### config.mk
export PLATFORM = sky130hd
export DESIGN_NAME = apb_master
export DESIGN_NICKNAME = d
export VERILOG_FILES = /design/src/rtl/apb_pkg.sv /design/src/rtl/apb_master.sv
export SDC_FILE = /design/constraint.sdc
export NUM_CORES = 1
export LEC_CHECK = 0
export CAP_MARGIN = 20
export CORE_MARGIN = 2
export CORE_UTILIZATION = 38
export CTS_BUF_LIST = sky130_fd_sc_hd__clkbuf_8
export DETAILED_ROUTE_END_ITERATION = 12
export PLACE_DENSITY = 0.81
export SKIP_CTS_REPAIR_TIMING = 1
export SLEW_MARGIN = 0
export SYNTH_ARGS = -nofsm -noshare
export SYNTH_HDL_FRONTEND = slang
export SYNTH_SLANG_ARGS = --single-unit
### constraint.sdc
create_clock -name sys_clk -period 2.3 [get_ports sys_clk]
set_clock_uncertainty 0.2 [all_clocks]
set_input_delay 0.345 -clock sys_clk [delete_from_list [all_inputs] [get_ports sys_clk]]
set_output_delay 0.345 -clock sys_clk [all_outputs]
set_load 0.005 [all_outputs]
### src/rtl/apb_pkg.sv
// Shared types and constants for the load/store-to-APB3 bridge.
package apb_pkg;

  typedef enum logic [1:0] {
    IDLE   = 2'd0,
    SETUP  = 2'd1,
    ACCESS = 2'd2
  } apb_state_e;

  localparam int         APB_ADDR_W      = 32;
  localparam int         APB_DATA_W      = 32;
  localparam int         APB_TIMEOUT_DEF = 16;
  // Any set bit under this mask marks a request that is not word aligned
  localparam logic [1:0] APB_ALIGN_MASK  = 2'b11;

  typedef struct packed {
    logic                  write;
    logic [APB_ADDR_W-1:0] addr;
    logic [APB_DATA_W-1:0] wdata;
  } apb_req_t;

endpackage

### src/rtl/apb_master.sv
// Single-beat valid/ready request to APB3 SETUP/ACCESS transfer, with a
// bounded wait on pready and a one-cycle response pulse.
module apb_master
  import apb_pkg::*;
#(
  parameter int ADDR_W  = APB_ADDR_W,
  parameter int DATA_W  = APB_DATA_W,
  parameter int TIMEOUT = APB_TIMEOUT_DEF
) (
  input  logic              sys_clk,
  input  logic              sys_rst_n,
  input  logic              req_valid,
  output logic              req_ready,
  input  logic              req_write,
  input  logic [ADDR_W-1:0] req_addr,
  input  logic [DATA_W-1:0] req_wdata,
  output logic              rsp_valid,
  output logic [DATA_W-1:0] rsp_rdata,
  output logic              rsp_err,
  output logic              rsp_timeout,
  output logic              psel,
  output logic              penable,
  output logic              pwrite,
  output logic [ADDR_W-1:0] paddr,
  output logic [DATA_W-1:0] pwdata,
  input  logic [DATA_W-1:0] prdata,
  input  logic              pready,
  input  logic              pslverr
);

  localparam int CNT_W = (TIMEOUT == 0) ? 1 : $clog2(TIMEOUT + 1);
  localparam logic [CNT_W-1:0] CNT_LAST = CNT_W'((TIMEOUT == 0) ? 0 : TIMEOUT - 1);

  apb_state_e        r_state;
  apb_state_e        w_state_next;
  apb_req_t          r_req;
  logic [CNT_W-1:0]  r_wait_cnt;
  logic              r_rsp_valid;
  logic              r_rsp_err;
  logic              r_rsp_timeout;
  logic [DATA_W-1:0] r_rsp_rdata;

  logic              w_accept;
  logic              w_misaligned;
  logic              w_timeout_hit;
  logic              w_load;
  logic              w_rsp_fire;
  logic              w_rsp_err;
  logic              w_rsp_timeout;
  logic [DATA_W-1:0] w_rsp_rdata;

  assign req_ready     = (r_state == IDLE);
  assign w_accept      = req_valid && req_ready;
  assign w_misaligned  = |(req_addr[1:0] & APB_ALIGN_MASK);
  assign w_timeout_hit = (TIMEOUT != 0) && (r_wait_cnt == CNT_LAST);

  always_comb begin
    // NOTE: every combinational output gets a default first so no path infers a latch.
    w_state_next  = r_state;
    w_load        = 1'b0;
    w_rsp_fire    = 1'b0;
    w_rsp_err     = 1'b0;
    w_rsp_timeout = 1'b0;
    w_rsp_rdata   = '0;
    unique case (r_state)
      IDLE: begin
        if (w_accept) begin
          if (w_misaligned) begin
            w_rsp_fire = 1'b1;
            w_rsp_err  = 1'b1;
          end else begin
            w_load       = 1'b1;
            w_state_next = SETUP;
          end
        end
      end
      SETUP: w_state_next = ACCESS;
      ACCESS: begin
        if (pready) begin
          w_state_next = IDLE;
          w_rsp_fire   = 1'b1;
          w_rsp_err    = pslverr;
          w_rsp_rdata  = (r_req.write || pslverr) ? '0 : prdata;
        end else if (w_timeout_hit) begin
          w_state_next  = IDLE;
          w_rsp_fire    = 1'b1;
          w_rsp_err     = 1'b1;
          w_rsp_timeout = 1'b1;
        end
      end
      default: w_state_next = IDLE;
    endcase
  end

  always_ff @(posedge sys_clk) begin
    // NOTE: sequential state uses non-blocking assignments so all registers update together.
    if (!sys_rst_n) r_state <= IDLE;
    else            r_state <= w_state_next;
  end

  always_ff @(posedge sys_clk) begin
    if (!sys_rst_n) begin
      r_req         <= '0;
      r_wait_cnt    <= '0;
      r_rsp_valid   <= 1'b0;
      r_rsp_err     <= 1'b0;
      r_rsp_timeout <= 1'b0;
      r_rsp_rdata   <= '0;
    end else begin
      r_rsp_valid <= w_rsp_fire;
      if (w_rsp_fire) begin
        r_rsp_err     <= w_rsp_err;
        r_rsp_timeout <= w_rsp_timeout;
        r_rsp_rdata   <= w_rsp_rdata;
      end
      if (w_load) begin
        r_req.write <= req_write;
        r_req.addr  <= APB_ADDR_W'(req_addr);
        r_req.wdata <= APB_DATA_W'(req_wdata);
      end
      // Counts ACCESS cycles spent waiting; restarts with every new transfer
      if (w_load)
        r_wait_cnt <= '0;
      else if (r_state == ACCESS && !pready)
        r_wait_cnt <= r_wait_cnt + 1'b1;
    end
  end

  assign psel        = (r_state != IDLE);
  assign penable     = (r_state == ACCESS);
  assign pwrite      = r_req.write;
  assign paddr       = ADDR_W'(r_req.addr);
  assign pwdata      = DATA_W'(r_req.wdata);
  assign rsp_valid   = r_rsp_valid;
  assign rsp_err     = r_rsp_err;
  assign rsp_timeout = r_rsp_timeout;
  assign rsp_rdata   = r_rsp_rdata;

endmodule

==> results of run 1 <==
power by group:
part           internal, mW  leakage (nW)  switching (mW)
registers              1.89         0.867          0.0246
logic                 0.272          1.25           0.121
clock network         0.393        0.0873           0.617
per-layer routing:
layer,share of wire [%],vias up,global-route usage [%],routed length [µm]
li1,-,1402,-,-
met1,43,1365,23.42,3958
met2,47,145,30.77,4372
met3,9.0,12,6.383,836
met4,1.5,0,5.269,139
met5,0,-,0,0
metrics by stage:
stage                     cells  setup TNS, ps  utilization [%]  instance area (µm²)  hold slack (ps)
after floorplan             264              0                -                 3415            254.8
after global placement      564         -743.7            63.97                 5579            246.3
after detailed placement    564          -2495            63.97                 5579            253.1
after CTS                   579              0            65.88                 5746            273.3
after global routing        580              0            66.20                 5773            284.5
final                       580              0            66.20                 5773            271.6
Yosys cell counts (2+ instances only):
| library cell | instances | share of area [%] |
|---|---|---|
| nor2_1 | 8 | 0.88 |
| xor2_1 | 2 | 0.51 |
| a22o_1 | 93 | 24 |
| inv_1 | 3 | 0.33 |
| a21oi_1 | 2 | 0.29 |
| mux2i_1 | 2 | 0.59 |
| and2_1 | 2 | 0.37 |
| ha_1 | 2 | 0.73 |
| dfxtp_1 | 107 | 63 |
| nand2_1 | 2 | 0.22 |
| a22o_2 | 2 | 0.59 |
| buf_6 | 7 | 2.3 |
| buf_2 | 12 | 1.8 |
flip-flops by register name (all words and copies together) (netlist names), 2 cells and up:
register    flops
r_wait_cnt      5
pwdata         32
paddr          32
rsp_rdata      32
r_state         2
worst max-delay path by stage:
stage	startpoint	depth (start not counted)	slack [ps]	end
final	r_state[0]$_SDFFE_PN0P_	2	220	penable
after global routing	r_state[0]$_SDFFE_PN0P_	2	160	penable
after CTS	r_state[0]$_SDFFE_PN0P_	4	80	rsp_rdata[17]$_SDFFE_PN0P_
after detailed placement	pslverr	4	-100	rsp_rdata[20]$_SDFFE_PN0P_
after global placement	pslverr	4	-40	rsp_rdata[0]$_SDFFE_PN0P_
after floorplan	r_wait_cnt[0]$_SDFFE_PP0N_	8	480	rsp_rdata[10]$_SDFFE_PN0P_
layout by cell type, fill, tap and decap left out, types with 4 or more instances in the layout:
cell type and n:
buf_12 4, buf_4 4, clkdlybuf4s50_1 204, a22o_1 93, nor2_1 8, inv_1 4, dfxtp_1 107, clkbuf_8 9
area by class of cell:
type                    instances  area [µm²]  share of cell area, %
clock buffers                   9       123.9                  2.146
clock inverters                 6       42.54                 0.7369
repair buffers                213        2180                  37.75
inverters                       3       11.26                 0.1951
flip-flops and latches        107        2142                  37.10
well taps                     108       135.1                  2.341
multi-input cells             134        1139                  19.72
cell families after synthesis:
| kind of cell | count (synthesis) | share of synthesized area [%] |
|---|---|---|
| DFF | 107 | 62.73 |
| AOI/OAI and AO/OA | 103 | 26.02 |
| and+or+nand+nor | 24 | 4.654 |
| buffers and inverters | 23 | 4.507 |
| xor gates and xnor gates | 3 | 0.7697 |
| muxes | 2 | 0.5863 |
| adders and majority gates | 2 | 0.7328 |
==> results.sh, run 1 <==
export IMPL_grt_max_degree=36
export IMPL_grt_pass1_wl_mm=14.77
export IMPL_dr_pass1_iters=4
export IMPL_overflow=0
export IMPL_vias=2924
export IMPL_reg2reg_slack_ps=290
export IMPL_cts_buffer_depth=2
export IMPL_htree_levels=3
export IMPL_timing_rr_start="r_wait_cnt[0]$_SDFFE_PP0N_"
export IMPL_dieArea_um2=9759
export IMPL_slew_headroom_pct=77.51
export IMPL_max_cap_violations=0
export IMPL_nets=572
export IMPL_pre_cts_ws_ps=-95.27
export IMPL_path_clk_slew_ps=90
export IMPL_dieWidth_um=98.79
export IMPL_r2r_end="rsp_rdata[17]$_SDFFE_PN0P_"
export IMPL_fin_crit_ps=2080
export IMPL_synthesis_area_um2=3415
export IMPL_cp_end_kind="output port"
export IMPL_initial_utilization_pct=39.15
export IMPL_grt_use_total_pct=18.70
export IMPL_synth_edf_count=0
export IMPL_syn_to_final_growth_pct=69.07
export IMPL_gp_congestion=0.7522
export IMPL_io_pins=205
export IMPL_synth_area_per_cell_um2=12.93
export IMPL_status="complete, no violations"
export IMPL_synth_seq_cells=107
export IMPL_finalCritPeriodShare_pct=90.45
export IMPL_setup_viol=0
export IMPL_numCtsBuffers=9
export IMPL_fmax_ghz=0.4807
export IMPL_num_fill_cells=686
export IMPL_cp_required_ps=1750
export IMPL_clock_sinks=107
export IMPL_rsz0062_at_grt="no"
export IMPL_worstRegToRegCells=6
export IMPL_cp_num_buf_inv=1
export IMPL_min_from="paddr[1]$_SDFFE_PN0P_"
export IMPL_clock_latency_ps=350
export IMPL_hold_path_depth=1
export IMPL_grt_pass1_vias=2899
export IMPL_synth_flop_cell="dfxtp_1"
export IMPL_cp_max_fo=5
export IMPL_core_area_um2=8721
export IMPL_cpPeakStageDelay_ps=500
export IMPL_routed_wl_mm=9.307
export IMPL_synth_seq_area_share_pct=62.73
export IMPL_ys_types=33
export IMPL_io_buffer_count=204
export IMPL_crit_slowest_cell="clkdlybuf4s50_1"
export IMPL_layout_drive_gt1_share_pct=7.203
export IMPL_num_rows=34
export IMPL_syn_inst=264
export IMPL_drv_slew=0
export IMPL_antenna_left=0
export IMPL_path_delay_family="buffers and inverters"
export IMPL_die_h_um=98.79
export IMPL_critPathArrivalTime_ps=1540
export IMPL_clockRootBuffer="clkbuf_8"
export IMPL_drc=0
export IMPL_via_per_inst=5.041
export IMPL_worstPathCellList="and2b_4, clkdlybuf4s50_1"
export IMPL_worst_pin_slew_ps=337.3
export IMPL_drt_iter0_drc=57
export IMPL_peakVddDrop_mv=0.3334
export IMPL_whs_endpoint="paddr[1]$_SDFFE_PN0P_"
export IMPL_dpl_hpwl_mm=6.918
export IMPL_antennaDiodeCount=0
export IMPL_fin_ws_ps=219.7
export IMPL_hold_viol=0
export IMPL_ys_async_sr_fraction_pct=0
export IMPL_synth_nets=368
export IMPL_timing_worst_setup_path_type="reg2out"
export IMPL_wl_per_cell_um=16.05
export IMPL_ys_warn_count=0
export IMPL_total_power_mw=3.323
export IMPL_antenna_found_initial=0
export IMPL_hold_class="reg2reg"
export IMPL_cts_tree="yes"
export IMPL_cp_start_kind="register"
export IMPL_cellLeakagePower_nw=2.200
export IMPL_p_per_area_nw_per_um2=575.6
No activity file was read; power rests on OpenSTA's default activity.
==> run 2: changes to the inputs <==
--- a/config.mk
+++ b/config.mk
@@ -5,6 +5,7 @@
 export SDC_FILE = /design/constraint.sdc
 export NUM_CORES = 1
 export LEC_CHECK = 0
+export ABC_CLOCK_PERIOD_IN_PS = 2300
 export CAP_MARGIN = 20
 export CORE_MARGIN = 2
 export CORE_UTILIZATION = 38
==> results of run 2 <==
The final DEF is identical to that of run 1; final timing and power are the same.
==> run 3: changes to the inputs <==
--- a/config.mk
+++ b/config.mk
@@ -5,7 +5,6 @@
 export SDC_FILE = /design/constraint.sdc
 export NUM_CORES = 1
 export LEC_CHECK = 0
-export ABC_CLOCK_PERIOD_IN_PS = 2300
 export CAP_MARGIN = 20
 export CORE_MARGIN = 2
 export CORE_UTILIZATION = 38
==> results of run 3 <==
The final DEF is identical to that of run 1; final timing and power are the same.
